**config.mk**
```make
export PLATFORM = sky130hd
export DESIGN_NAME = z80_bus_target
export DESIGN_NICKNAME = d
export VERILOG_FILES = /design/src/rtl/z80_bus_pkg.sv /design/src/rtl/z80_addr_decode.sv /design/src/rtl/z80_bus_target.sv
export SDC_FILE = /design/constraint.sdc
export NUM_CORES = 1
export LEC_CHECK = 0
export BUFFER_PORTS_ARGS = -buffer_cell sky130_fd_sc_hd__clkbuf_2
export CAP_MARGIN = 20
export CORE_MARGIN = 2
export CORE_UTILIZATION = 40
export DETAILED_ROUTE_END_ITERATION = 10
export HOLD_SLACK_MARGIN = 0.15
export PLACE_DENSITY = 0.7
export SLEW_MARGIN = 20
export SYNTH_ARGS = -nofsm -noshare
export SYNTH_HDL_FRONTEND = slang
export SYNTH_HIERARCHICAL = 1
export SYNTH_SLANG_ARGS = --single-unit
export TNS_END_PERCENT = 10
```
**constraint.sdc**
```tcl
create_clock -name clk -period 1.9 [get_ports clk]
set_input_delay 0.095 -clock clk [delete_from_list [all_inputs] [get_ports clk]]
set_output_delay 0.095 -clock clk [all_outputs]
set_load 0.005 [all_outputs]
```
**src/rtl/z80_bus_pkg.sv**
```systemverilog
// Shared types and constants for the Z80 bus target: address regions,
// FSM states and the fixed IO register addresses.
package z80_bus_pkg;

  typedef enum logic [1:0] {
    REG_ROM,
    REG_RAM,
    REG_IO,
    REG_NONE
  } region_t;

  typedef enum logic [1:0] {
    IDLE,
    ROM_FETCH,
    RAM_RD,
    HOLD
  } state_t;

  localparam logic [15:0] ADR_P1  = 16'hA000;
  localparam logic [15:0] ADR_P2  = 16'hA001;
  localparam logic [15:0] ADR_DSW = 16'hA002;

  localparam logic [1:0] IO_P1  = 2'd0;
  localparam logic [1:0] IO_P2  = 2'd1;
  localparam logic [1:0] IO_DSW = 2'd2;

  localparam logic [7:0] UNMAPPED_RD = 8'hFF;

endpackage

```
**src/rtl/z80_addr_decode.sv**
```systemverilog
// Combinational address-map decode: region plus which IO register is selected.
module z80_addr_decode
  import z80_bus_pkg::*;
(
  input  logic [15:0] cpu_adr,
  output region_t     region,
  output logic [1:0]  io_sel
);

  always_comb begin
    region = REG_NONE;
    io_sel = IO_P1;
    if (!cpu_adr[15]) begin
      region = REG_ROM;
    end else if (cpu_adr[15:12] == 4'h8) begin
      region = REG_RAM;
    end else if (cpu_adr == ADR_P1) begin
      region = REG_IO;
      io_sel = IO_P1;
    end else if (cpu_adr == ADR_P2) begin
      region = REG_IO;
      io_sel = IO_P2;
    end else if (cpu_adr == ADR_DSW) begin
      region = REG_IO;
      io_sel = IO_DSW;
    end
  end

endmodule

```
**src/rtl/z80_bus_target.sv**
```systemverilog
// Z80 bus responder: ROM (single-entry cache + external fetch), work RAM,
// input ports, control registers and the VBLANK interrupt.
module z80_bus_target
  import z80_bus_pkg::*;
#(
  parameter int ROM_AW      = 15,
  parameter int RAM_AW      = 11,
  parameter int ROM_TIMEOUT = 255
) (
  input  logic              clk,
  input  logic              reset_n,
  input  logic [15:0]       cpu_adr,
  input  logic [7:0]        cpu_dout,
  input  logic              cpu_rd,
  input  logic              cpu_wr,
  output logic [7:0]        cpu_din,
  output logic              cpu_wait_n,
  output logic              cpu_intreq,
  input  logic              vblank,
  output logic              rom_req,
  output logic [ROM_AW-1:0] rom_adr,
  input  logic              rom_ack,
  input  logic [7:0]        rom_data,
  output logic [RAM_AW-1:0] ram_adr,
  output logic              ram_we,
  output logic [7:0]        ram_wdata,
  input  logic [7:0]        ram_rdata,
  input  logic [7:0]        in_p1,
  input  logic [7:0]        in_p2,
  input  logic [7:0]        in_dsw,
  output logic              flip
);

  localparam int TW = $clog2(ROM_TIMEOUT + 1);
  localparam logic [TW-1:0] TMO_LAST = TW'(ROM_TIMEOUT - 1);
  localparam logic [TW-1:0] TMO_MAX  = TW'(ROM_TIMEOUT);

  state_t            state, state_nx;
  region_t           region;
  logic [1:0]        io_sel;
  logic [7:0]        io_rd;
  logic              start, cache_hit, miss_go, tmo_hit;
  logic              io_wr, irq_set, irq_clr;
  logic [7:0]        din_q;
  logic              cache_vld;
  logic [ROM_AW-1:0] cache_tag;
  logic [7:0]        cache_dat;
  logic [TW-1:0]     tmo_cnt;
  logic [RAM_AW-1:0] ram_adr_q;
  logic              irq_en, vb_q;

  z80_addr_decode u_dec (
    .cpu_adr (cpu_adr),
    .region  (region),
    .io_sel  (io_sel)
  );

  always_comb begin
    case (io_sel)
      IO_P1:   io_rd = in_p1;
      IO_P2:   io_rd = in_p2;
      default: io_rd = in_dsw;
    endcase
  end

  // Gating with reset_n keeps wait_n high and outputs at reset values while in reset.
  assign start     = reset_n && (state == IDLE) && (cpu_rd || cpu_wr);
  assign cache_hit = cache_vld && (cache_tag == cpu_adr[ROM_AW-1:0]);
  assign tmo_hit   = (state == ROM_FETCH) && !rom_ack && (tmo_cnt == TMO_LAST);
  assign ram_wdata = cpu_dout;

  always_ff @(posedge clk or negedge reset_n) begin
    if (!reset_n) state <= IDLE;
    else          state <= state_nx;
  end

  always_comb begin
    state_nx   = state;
    cpu_wait_n = 1'b1;
    cpu_din    = din_q;
    ram_we     = 1'b0;
    ram_adr    = ram_adr_q;
    miss_go    = 1'b0;
    case (state)
      IDLE: begin
        if (start) begin
          state_nx = HOLD;
          if (cpu_wr) begin
            if (region == REG_RAM) begin
              ram_we  = 1'b1;
              ram_adr = cpu_adr[RAM_AW-1:0];
            end
          end else begin
            case (region)
              REG_ROM: begin
                if (cache_hit) begin
                  cpu_din = cache_dat;
                end else begin
                  cpu_wait_n = 1'b0;
                  miss_go    = 1'b1;
                  state_nx   = ROM_FETCH;
                end
              end
              REG_RAM: begin
                cpu_wait_n = 1'b0;
                ram_adr    = cpu_adr[RAM_AW-1:0];
                state_nx   = RAM_RD;
              end
              REG_IO:  cpu_din = io_rd;
              default: cpu_din = UNMAPPED_RD;
            endcase
          end
        end
      end
      // Ignores the strobes so a late ack is always consumed by this fetch.
      ROM_FETCH: begin
        cpu_wait_n = 1'b0;
        if (rom_ack || tmo_hit) state_nx = HOLD;
      end
      RAM_RD: begin
        cpu_din  = ram_rdata;
        state_nx = HOLD;
      end
      HOLD: begin
        if (!cpu_rd && !cpu_wr) state_nx = IDLE;
      end
      default: state_nx = IDLE;
    endcase
  end

  always_ff @(posedge clk or negedge reset_n) begin
    if (!reset_n) begin
      din_q     <= UNMAPPED_RD;
      rom_req   <= 1'b0;
      rom_adr   <= '0;
      tmo_cnt   <= '0;
      cache_vld <= 1'b0;
      cache_tag <= '0;
      cache_dat <= '0;
      ram_adr_q <= '0;
    end else begin
      if (start && !cpu_wr) din_q <= cpu_din;
      if (start && region == REG_RAM) ram_adr_q <= cpu_adr[RAM_AW-1:0];
      if (miss_go) begin
        rom_req <= 1'b1;
        rom_adr <= cpu_adr[ROM_AW-1:0];
        tmo_cnt <= '0;
      end
      if (state == ROM_FETCH) begin
        if (rom_ack) begin
          rom_req   <= 1'b0;
          din_q     <= rom_data;
          cache_vld <= 1'b1;
          cache_tag <= rom_adr;
          cache_dat <= rom_data;
        end else if (tmo_hit) begin
          rom_req <= 1'b0;
          din_q   <= UNMAPPED_RD;
        end else if (tmo_cnt != TMO_MAX) begin
          tmo_cnt <= tmo_cnt + TW'(1);
        end
      end
      if (state == RAM_RD) din_q <= ram_rdata;
    end
  end

  assign io_wr   = start && cpu_wr && (region == REG_IO);
  assign irq_clr = io_wr && ((io_sel == IO_DSW) || (io_sel == IO_P1 && !cpu_dout[0]));
  assign irq_set = vblank && !vb_q && irq_en;

  always_ff @(posedge clk or negedge reset_n) begin
    if (!reset_n) begin
      irq_en     <= 1'b0;
      flip       <= 1'b0;
      vb_q       <= 1'b0;
      cpu_intreq <= 1'b0;
    end else begin
      vb_q <= vblank;
      if (io_wr && io_sel == IO_P1) irq_en <= cpu_dout[0];
      if (io_wr && io_sel == IO_P2) flip   <= cpu_dout[0];
      if (irq_clr)      cpu_intreq <= 1'b0;
      else if (irq_set) cpu_intreq <= 1'b1;
    end
  end

endmodule
```
==> results.json <==
{
  "ys_warn_count": 6,
  "numPortBuffers": 102,
  "synth_cells": 393,
  "critical_path_class": "input pin to flop",
  "nFillCells": 833,
  "die_x_um": 108,
  "cp.required_ns": 2.19,
  "die_area_mm2": 0.0117,
  "ys_async_sr_fraction": 1.00,
  "cp-start-kind": "input pin",
  "synth_edf_count": 0,
  "avgRoutedWirePerCell_um": 17.8,
  "hpwl_um": 8600,
  "cts_max_level": 3,
  "routed_via_density": 5.48,
  "io_pins": 117,
  "cts_buffer_depth": 2,
  "numCtsBuffers": 9,
  "setup_violations": 50,
  "ant_nets": 0,
  "stdcell_count": 736,
  "synth_common_cells": "65 x dfrtp_1, 64 x mux2_2, 44 x nand2_1",
  "drtIter0Drc": 281,
  "grt_pass1_vias": 4186,
  "yosysMostFrequentCell": "dfrtp_1",
  "slew_headroom": 0.433,
  "ys_ff_latch": 73,
  "place_ws_ns": -0.524,
  "synth_cell_types": 56,
  "drive_gt1_frac": 0.555,
  "leakagePower_uw": 0.00299,
  "timing.hold.ws_ns": 0.167,
  "drtPass1Iterations": 5,
  "cpPeakStageDelay_ns": 0.32,
  "finalSetupTns_ns": -10.97,
  "antenna_found_initial": 0,
  "synth_area_leaders": "dfrtp_1 38%, mux2_2 17%, dfstp_2 4.9%",
  "layout.nets": 671,
  "drt_wl_total_um": 13100,
  "crit_top_cell": "buf_4",
  "syn_area_per_cell_um2": 11.0,
  "drc_errors": 0,
  "status": "complete, but fails checks",
  "grt_pass1_wl_um": 20600,
  "cts_sinks": 73,
  "overflow": 0,
  "arrival_ns": 2.70,
  "syn_nets": 469,
  "end_kind": "flop",
  "yosys.area.top_type": "dfrtp_1",
  "syn_to_final_growth_pct": 47.5,
  "cp_max_fo": 8,
  "finalCritPeriodShare": 1.27,
  "gp_congestion": 0.849,
  "clock_latency_ns": 0.36,
  "power_density_mw_per_mm2": 1270,
  "hold_viol": 0,
  "tightest_slew_ns": 0.851,
  "critPathBufInv": 7,
  "ys_seq_area_frac": 0.425,
  "violations": "negative setup slack",
  "max-cap-violations": 0,
  "synth_area_mm2": 0.00432,
  "crit_chain": "buf_4, nor4b_4, nand4_2, nor3b_2, buf_6, buf_4, mux2_2, o221ai_2, nand3_1, buf_4, buf_4, buf_4, buf_4, o31a_1",
  "synth_top_area_frac": 0.376,
  "initial_utilization": 0.415,
  "chipHeight_um": 108,
  "tritoncts": "done",
  "min_period_ns": 2.41,
  "max_freq_mhz": 415,
  "p_total_uw": 8100,
  "rsz0062_at_grt": "true",
  "antennaDiodeCount": 0,
  "crit_slowest_cell": "mux2_2",
  "clk_pin_slew_ns": 0.09,
  "hold_class": "input pin to flop",
  "cts_root_buf": "clkbuf_8",
  "rows": 37,
  "drv_slew": 0,
  "skew_ns": 0.00917,
  "track_usage": 0.227,
  "coreArea_mm2": 0.0104,
  "irDropWorstVdd_mv": 0.694,
  "num_vias": 4033,
  "grt_max_degree": 66,
  "fin_ws_ns": -0.508,
  "synthFlopType": "dfrtp_1",
  "path_delay_family": "buffers and inverters",
  "dp.cells": 666
}
## stage by stage
step | util | cell area [um^2]
CTS | 0.597 | 6210
finish | 0.612 | 6380
floorplan | - | 4360
global route | 0.612 | 6380
global placement | 0.518 | 5400
detailed placement | 0.518 | 5400
## routing by layer
metal  vias to the layer above  track usage  share of wire
li1                       1845            -              -
met1                      1960        0.284           0.42
met2                       190        0.389           0.49
met3                        38       0.0524          0.068
met4                         0       0.0751          0.023
met5                         -            0              0
## what timing repair did
action,CTS,global route
resized for setup,39,34
setup endpoints to repair,49,56
setup buffers,16,5
endpoints found under the hold margin,108,0
hold buffers,33,0
pin swaps,22,15
## layout by cell type (no fill, tap or decap), types with 9 or more instances in the layout
cell and instances:
nand2_1 40, buf_6 11, clkbuf_8 9, buf_4 70
nor2_1 17, mux2_2 49, mux2_4 22, clkbuf_2 96
dlygate4sd3_1 33, nand3_1 14, xor2_1 12, dfrtp_1 65
## flip-flops by register name, indices dropped and copies added (netlist names), 2 cells and up
signal / flops
cache_dat: 8
cache_tag: 15
din_q: 8
ram_adr_q: 11
rom_adr: 15
state: 2
tmo_cnt: 8
## report_power, final
group / switching, uW / leakage [uW] / internal (uW)
sequential: 502 / 0.000920 / 2290
clock: 656 / 0.0000966 / 618
combinational: 1730 / 0.00198 / 2290
total: 2890 / 0.00299 / 5200
## final timing paths
check                             from          end  slack, ns  cells after the start
setup / recovery            cpu_adr[8]     din_q[6]      -0.51                     14
hold / removal             cpu_adr[10]  rom_adr[10]       0.17                      3
setup reg to reg              state[0]     din_q[3]      -0.41                     12
hold reg to reg              cache_vld    cache_vld       0.47                      1
max in group asynchronous      reset_n   tmo_cnt[7]       0.68                      3
min in group asynchronous      reset_n   tmo_cnt[3]       0.38                      3
## cells by family after synthesis
| logic type | share of synthesized area |
|---|---|
| compound gates | 0.117 |
| xor+xnor | 0.0324 |
| fa+ha+maj | 0.0174 |
| buf+inv | 0.0379 |
| flops | 0.425 |
| mux | 0.210 |
| simple gates | 0.161 |
## final cells by class
type	instances	area (um^2)	share of cell area
Clock buffer	9	124	0.0194
Inverter	8	30.0	0.00471
Multi-Input combinational cell	288	2590	0.407
Tap cell	136	170	0.0267
Sequential cell	73	1840	0.288
Clock inverter	7	76.3	0.0120
Timing Repair Buffer	215	1550	0.242
## worst register-to-register path, delay by kind of cell, from the launching register on
kind            cells  cell delay, ns
compound gates      2            0.39
flops               1            0.37
buf+inv             6            0.74
fa+ha+maj           1            0.19
simple gates        3            0.55
Power figures use the tool's default switching activity.
